<file path="config.mk">
export PLATFORM = sky130hd
export DESIGN_NAME = ks_chk_delay_line
export DESIGN_NICKNAME = d
export VERILOG_FILES = /design/src/rtl/ks_chk_delay_line.sv
export SDC_FILE = /design/constraint.sdc
export NUM_CORES = 1
export LEC_CHECK = 0
export CAP_MARGIN = 20
export CORE_ASPECT_RATIO = 0.7
export CORE_MARGIN = 3
export CORE_UTILIZATION = 34
export DETAILED_ROUTE_END_ITERATION = 6
export PLACE_DENSITY = 0.81
export SLEW_MARGIN = 20
export SYNTH_ARGS = -nofsm -noshare
export SYNTH_HDL_FRONTEND = slang
export SYNTH_SLANG_ARGS = --single-unit
</file>
<file path="constraint.sdc">
create_clock -name clk -period 0.85 [get_ports clk]
set_clock_uncertainty 0.05 [all_clocks]
set_input_delay 0.1275 -clock clk [delete_from_list [all_inputs] [get_ports clk]]
set_output_delay 0.1275 -clock clk [all_outputs]
set_load 0.02 [all_outputs]
</file>
<file path="src/rtl/ks_chk_delay_line.sv">
// LATENCY-stage shift register of {valid, x, y} aligning operands with the adder output.
module ks_chk_delay_line #(
    parameter int W       = 16,
    parameter int LATENCY = 1
) (
    input  logic         clk,
    input  logic         rst,
    input  logic         in_valid,
    input  logic [W-1:0] in_x,
    input  logic [W-1:0] in_y,
    output logic         out_valid,
    output logic [W-1:0] out_x,
    output logic [W-1:0] out_y
);
    logic [LATENCY-1:0]        vld_pipe;
    logic [LATENCY-1:0][W-1:0] x_pipe;
    logic [LATENCY-1:0][W-1:0] y_pipe;

    always_ff @(posedge clk) begin
        if (rst) begin
            vld_pipe <= '0;
            x_pipe   <= '0;
            y_pipe   <= '0;
        end else begin
            vld_pipe[0] <= in_valid;
            x_pipe[0]   <= in_x;
            y_pipe[0]   <= in_y;
            for (int i = 1; i < LATENCY; i++) begin
                vld_pipe[i] <= vld_pipe[i-1];
                x_pipe[i]   <= x_pipe[i-1];
                y_pipe[i]   <= y_pipe[i-1];
            end
        end
    end

    assign out_valid = vld_pipe[LATENCY-1];
    assign out_x     = x_pipe[LATENCY-1];
    assign out_y     = y_pipe[LATENCY-1];
endmodule

</file>
==> impl_results.md, run 1 <==
* Min Clock Period, post-route at 0.901 ns
* CTS root buf: clkbuf_8
* Post-synth top cells: dfxtp_1, nor2b_1, buf_4
* Clk buf depth at 2
* Fill cells at 165
* Final ANT Viol Nets at 0
* Non-Filler Instances at 174
* DP Area at 1600 µm²
* Core Footprint at 2310 µm²
* # nets final at 176
* Max Slew Vio Count at 0
* Crit-path leading delay family: flip-flops
* Vias at 699
* Pre-Repair DR Iteration Count at 2
* Synth area leaders: dfxtp_1, nor2b_1, buf_4
* Hold buffer count at cts at 0
* Ant. Diodes at 0
* Predominant post-synthesis flop cell: dfxtp_1
* RSZ-0062 raised after global routing: yes
* Average size of a mapped cell at 12.9 µm²
* Tot GR Track Use at 15.5%
* Yosys cell types at 3
* Initial antenna violation count at 0
* Final worst setup slack at -0.0506 ns
* CTS H-tree lvls at 2
* DPL Wire Length at 1600 µm
* Overall power at 0.00331 W
* Leading area contributor after synthesis: dfxtp_1
* Crit end category: output pin
* Leak Pwr at 0.744 nW
* MaxCap Viol Count at 0
* Fin crit share at 106%
* Synth async-reset ratio at 0%
* Highest clock rate at 1110 MHz
* Post-synthesis sequential area ratio at 74.3%
* Post-synth EDFFs at 0
* TritonCTS clock tree: built
* Storage cell area at 702 µm²
* Crit path max-delay cell type: dfxtp_2
* # port buffers at 67
* Final non-filler cell area at 1760 µm²
* Grt ovf at 0
* CP startpoint: out_y[9]$_SDFF_PP0_
* Worst Path Arrival at 0.72 ns
* First-pass GRT wire length at 3480 µm
* # rows at 14
* Multi-input gate area at 206 µm²
* # placed instances at 166
* WP data required at 0.67 ns
* Least-Margin Pin Slew at 0.139 ns
* # DRC at 0
* Peak supply drop at 0.00143 V
* Finished Core Util at 76.2%
* Finish-stage setup viols at 33
* Setup slack at placement at -0.234 ns
* Outcome: complete, but fails checks
* Die W at 67.1 µm
* Largest net degree at the start of global routing at 34
* Worst-path cell chain: buf_6
* Class of the worst hold path: input pin to flop
* Largest stage delay on the critical path at 0.32 ns
* Setup CP Type: flop to output pin
* CTS Buf Count at 5
* Failing checks: negative setup slack
* Max Fanout on Critical Path at 1
* Rel. slew slack at 90.7%
* Initial core utilization at 38.5%
* Area share of the largest cell type after synthesis at 74.3%
* I/O pins at 68
* Clk sinks at 33
* Initial drt markers at 32
* Die Area at 3280 µm²
* Hold_sp: in_x[6]
* DIE HEIGHT at 48.8 µm
* Per-cell routed wire length at 12.7 µm
* Ys Warns at 0
* Pwr/cell area at 1880 nW/µm²
* Synth Net Count at 104
* Cells after synthesis at 69
* Final Hold Fails at 0
* CP Launch Type: flop
* Clk slew on worst S/H paths at 0.07 ns
* #FFs+latches synth at 33
* Vias in the first global route at 714
* Post-Syn Area at 890 µm²
* Final WL at 2210 µm
* Final Wtd Congestion at 0.646
* CP Buf/Inv Count at 1
* Synth-to-Final Area Change at 98.2%
* Fraction of layout cells with a size suffix above 1 at 52.1%
* Drt via density at 4.02
[stage by stage]
stage,hold WS (ns),setup TNS [ns]
2_1_floorplan,0.149,0
4_1_cts,0.328,-1.90
3_5_place_dp,0.641,-13.96
5_1_grt,0.318,-2.62
3_3_place_gp,0.637,-13.82
6_report,0.340,-1.37
[state kept, by name, indices dropped and copies added, names as in the netlist]
signal / flops
out_valid: 1
out_y: 16
out_x: 16
[routing by layer]
metal	global-route usage, %	vias up	routed length, µm	part of all wire (%)
met4	8.08	0	13	0.59
li1	-	347	-	-
met3	13.1	2	384	17
met2	21.4	55	959	43
met5	0	-	0	0
met1	16.3	295	852	39
[final cells by class]
| type | instances | area share, % |
|---|---|---|
| Tap cell | 32 | 2.27 |
| Clock inverter | 2 | 0.568 |
| Timing Repair Buffer | 68 | 41.5 |
| Sequential cell | 33 | 39.8 |
| Clock buffer | 6 | 4.12 |
| Multi-Input combinational cell | 33 | 11.7 |
[cell families (layout without fill, tap and decap cells)]
group | count (synthesis) | in the layout | synth area share (%)
buf+inv | 3 | 76 | 2.53
flops | 33 | 33 | 74.3
simple gates | 33 | 33 | 23.2
[placed cells by master (no fill, tap or decap)]
cell | synthesis | final
buf_6 | 0 | 33
clkbuf_1 | 0 | 1
buf_12 | 0 | 1
nor2b_1 | 33 | 33
clkbuf_8 | 0 | 5
clkdlybuf4s50_1 | 0 | 34
clkinv_2 | 0 | 2
dfxtp_2 | 0 | 33
[report_power, final]
part           total [W]  internal [W]  switching [W]
Sequential       0.00168       0.00165      0.0000379
Combinational   0.000525      0.000332       0.000193
Clock            0.00110      0.000566       0.000535
Total            0.00331       0.00255       0.000765
[worst paths after layout]
| kind | end | cells after the start |
|---|---|---|
| setup / recovery | out_y[9] | 1 |
| hold / removal | out_x[6]$_SDFF_PP0_ | 2 |
[what timing repair did]
action / in CTS / in global routing
buffers inserted: 0 / 0
setup endpoints to repair: 33 / 33
gates resized for setup: 231 / 0
(Power assumes the default switching activity.)
==> run 2: changes to the inputs <==
--- a/config.mk
+++ b/config.mk
@@ -5,12 +5,14 @@
 export SDC_FILE = /design/constraint.sdc
 export NUM_CORES = 1
 export LEC_CHECK = 0
+export ABC_AREA = 1
 export CAP_MARGIN = 20
 export CORE_ASPECT_RATIO = 0.7
 export CORE_MARGIN = 3
-export CORE_UTILIZATION = 34
+export CORE_UTILIZATION = 36
 export DETAILED_ROUTE_END_ITERATION = 6
-export PLACE_DENSITY = 0.81
+export GPL_ROUTABILITY_DRIVEN = 0
+export PLACE_DENSITY = 0.83
 export SLEW_MARGIN = 20
 export SYNTH_ARGS = -nofsm -noshare
 export SYNTH_HDL_FRONTEND = slang
==> run 2 against run 1 <==
Clock-buffer cell count increased by 1. Die area increased by 1.6%. Critical path depth unchanged. The run still ends with negative setup slack left. Sequential power about the same. Global-route usage increased by 0.85 points. Via count rose by 17%. Critical endpoint is now out_y[10]. Core utilization increased by 2.9 points.
==> impl_results.md, run 2 <==
* Min Clock Period, post-route at 0.905 ns (was 0.901 ns)
* Failing checks: negative setup slack (unchanged)
* Max Slew Vio Count at 0 (unchanged)
* Worst-path cell chain: buf_6 (unchanged)
* Leak Pwr at 0.927 nW (was 0.744 nW)
* Max Fanout on Critical Path at 1 (unchanged)
* I/O pins at 68 (unchanged)
* CTS Buf Count at 5 (unchanged)
* Initial drt markers at 18 (was 32)
* Cells after synthesis at 103 (was 69)
* Finish-stage setup viols at 33 (unchanged)
* Area share of the largest cell type after synthesis at 68.9% (was 74.3%)
* Pwr/cell area at 2020 nW/µm² (was 1880 nW/µm²)
* Pre-Repair DR Iteration Count at 4 (was 2)
* # nets final at 209 (was 176)
* Ant. Diodes at 0 (unchanged)
* Post-Route Setup TNS at -1.42 ns (was -1.37 ns)
* Post-synth EDFFs at 0 (unchanged)
* Post-synth top cells: dfxtp_1, inv_1, nor2_1 (was dfxtp_1, nor2b_1, buf_4)
* Final Hold Fails at 0 (unchanged)
* GR peak layer: met2 (unchanged)
* Hold buffer count at cts at 0 (unchanged)
* DPL Wire Length at 1800 µm (was 1600 µm)
* M1 GR Usage at 16.0% (was 16.3%)
* Met2 usage at 27.9% (was 21.4%)
* DIE HEIGHT at 49.2 µm (was 48.8 µm)
* Synth area leaders: dfxtp_1, inv_1, nor2_1, buf_6, nor2_2 (was dfxtp_1, nor2b_1, buf_4)
* Rel. slew slack at 90.3% (was 90.7%)
* Highest clock rate at 1100 MHz (was 1110 MHz)
* Synth Net Count at 138 (was 104)
* Synth-to-Final Area Change at 92.3% (was 98.2%)
* # rows at 14 (unchanged)
* Tot GR Track Use at 16.4% (was 15.5%)
* Final worst setup slack at -0.0550 ns (was -0.0506 ns)
* Vias in the first global route at 876 (was 714)
* Per-cell routed wire length at 12.0 µm (was 12.7 µm)
* Most common cell after layout, fill and taps aside: clkdlybuf4s50_1 (unchanged)
* Final ANT Viol Nets at 0 (unchanged)
* Setup slack at placement at -0.244 ns (was -0.234 ns)
* Drt via density at 3.95 (was 4.02)
* Clk sinks at 33 (unchanged)
* Least-Margin Pin Slew at 0.146 ns (was 0.139 ns)
* #FFs+latches synth at 33 (unchanged)
* Average size of a mapped cell at 9.31 µm² (was 12.9 µm²)
* # DRC at 0 (unchanged)
* CP Buf/Inv Count at 1 (unchanged)
* M3 GR Usage at 8.29% (was 13.1%)
* Crit end category: output pin (unchanged)
* Ys Warns at 0 (unchanged)
* Overall power at 0.00372 W (was 0.00331 W)
* MaxCap Viol Count at 0 (unchanged)
* Yosys cell types at 5 (was 3)
* Die Area at 3330 µm² (was 3280 µm²)
* CTS root buf: clkbuf_8 (unchanged)
* Vias at 818 (was 699)
* CTS H-tree lvls at 2 (unchanged)
* WP data required at 0.67 ns (about the same)
* Clk buf depth at 2 (unchanged)
* Class of the worst hold path: input pin to flop (unchanged)
* Initial core utilization at 41.1% (was 38.5%)
* Largest net degree at the start of global routing at 34 (unchanged)
* Predominant post-synthesis flop cell: dfxtp_1 (unchanged)
* Worst Path Arrival at 0.73 ns (was 0.72 ns)
* # port buffers at 67 (unchanged)
* CP Launch Type: flop (unchanged)
* Most frequent cells in the layout: clkdlybuf4s50_1, inv_1, dfxtp_2, buf_6, nor2_1 (was clkdlybuf4s50_1, nor2b_1, dfxtp_2, buf_6, clkbuf_8)
* Fin crit share at 106% (about the same)
* Fraction of layout cells with a size suffix above 1 at 43.4% (was 52.1%)
* Final WL at 2490 µm (was 2210 µm)
* Largest stage delay on the critical path at 0.32 ns (about the same)
* TritonCTS clock tree: built (unchanged)
* First-pass GRT wire length at 3890 µm (was 3480 µm)
* Crit path max-delay cell type: dfxtp_2 (unchanged)
* Post-CTS setup buffer count at 0 (unchanged)
* Die W at 67.7 µm (was 67.1 µm)
* Initial antenna violation count at 0 (unchanged)
* Setup CP Type: flop to output pin (unchanged)
* Core Footprint at 2330 µm² (was 2310 µm²)
* Peak supply drop at 0.00143 V (about the same)
* Leading area contributor after synthesis: dfxtp_1 (unchanged)
* Clk slew on worst S/H paths at 0.07 ns (about the same)
* Post-synthesis sequential area ratio at 68.9% (was 74.3%)
* Synth async-reset ratio at 0% (unchanged)
* Post-Syn Area at 958 µm² (was 890 µm²)
* Crit-path leading delay family: flip-flops (unchanged)
* Grt ovf at 0 (unchanged)
* Outcome: complete, but fails checks (unchanged)
* RSZ-0062 raised after global routing: yes (unchanged)
run 2: final timing paths:
path	start	endpoint	slack, ns	cells after the start
max	out_y[10]$_SDFF_PP0_	out_y[10]	-0.06	1
min	in_y[7]	out_y[7]$_SDFF_PP0_	0.30	3
run 2: where the power goes:
part	leakage, nW	switching [W]	internal (W)
clock	0.0585	0.000533	0.000955
combinational	0.585	0.000225	0.000324
sequential	0.284	0.0000373	0.00165
run 2: final cells by class:
class / count / area (µm²)
flip-flops and latches: 33 / 702
multi-input cells: 33 / 129
repair buffers: 68 / 732
inverters: 33 / 124
well taps: 32 / 40.0
clock buffers: 7 / 86.3
clock inverters: 1 / 30.0
fillers: 152 / 487
run 2: metal layers:
layer / share of wire [%] / wire (µm)
met4: 1.4 / 35
met5: 0 / 0
met3: 11 / 263
met1: 36 / 893
met2: 52 / 1290
run 2: logic make-up (layout without fill, tap and decap cells):
| logic type | count (synthesis) | in the layout | synth area share [%] |
|---|---|---|---|
| simple gates | 33 | 33 | 13.4 |
| flops | 33 | 33 | 68.9 |
| buf+inv | 37 | 109 | 17.6 |
run 2: stage by stage:
step                      hold WS (ns)  std cells  instance area (µm²)  util, %
after floorplan                  0.184        103                  958        -
after global placement           0.597        199                 1640     70.6
after detailed placement         0.600        199                 1640     70.6
after CTS                        0.294        207                 1840     79.1
after global routing             0.297        207                 1840     79.1
final                            0.299        207                 1840     79.1
run 2: timing repair:
| item | in CTS | in global routing |
|---|---|---|
| resized for setup | 231 | 0 |
| pin swaps | 0 | 0 |
| setup endpoints to repair | 33 | 33 |
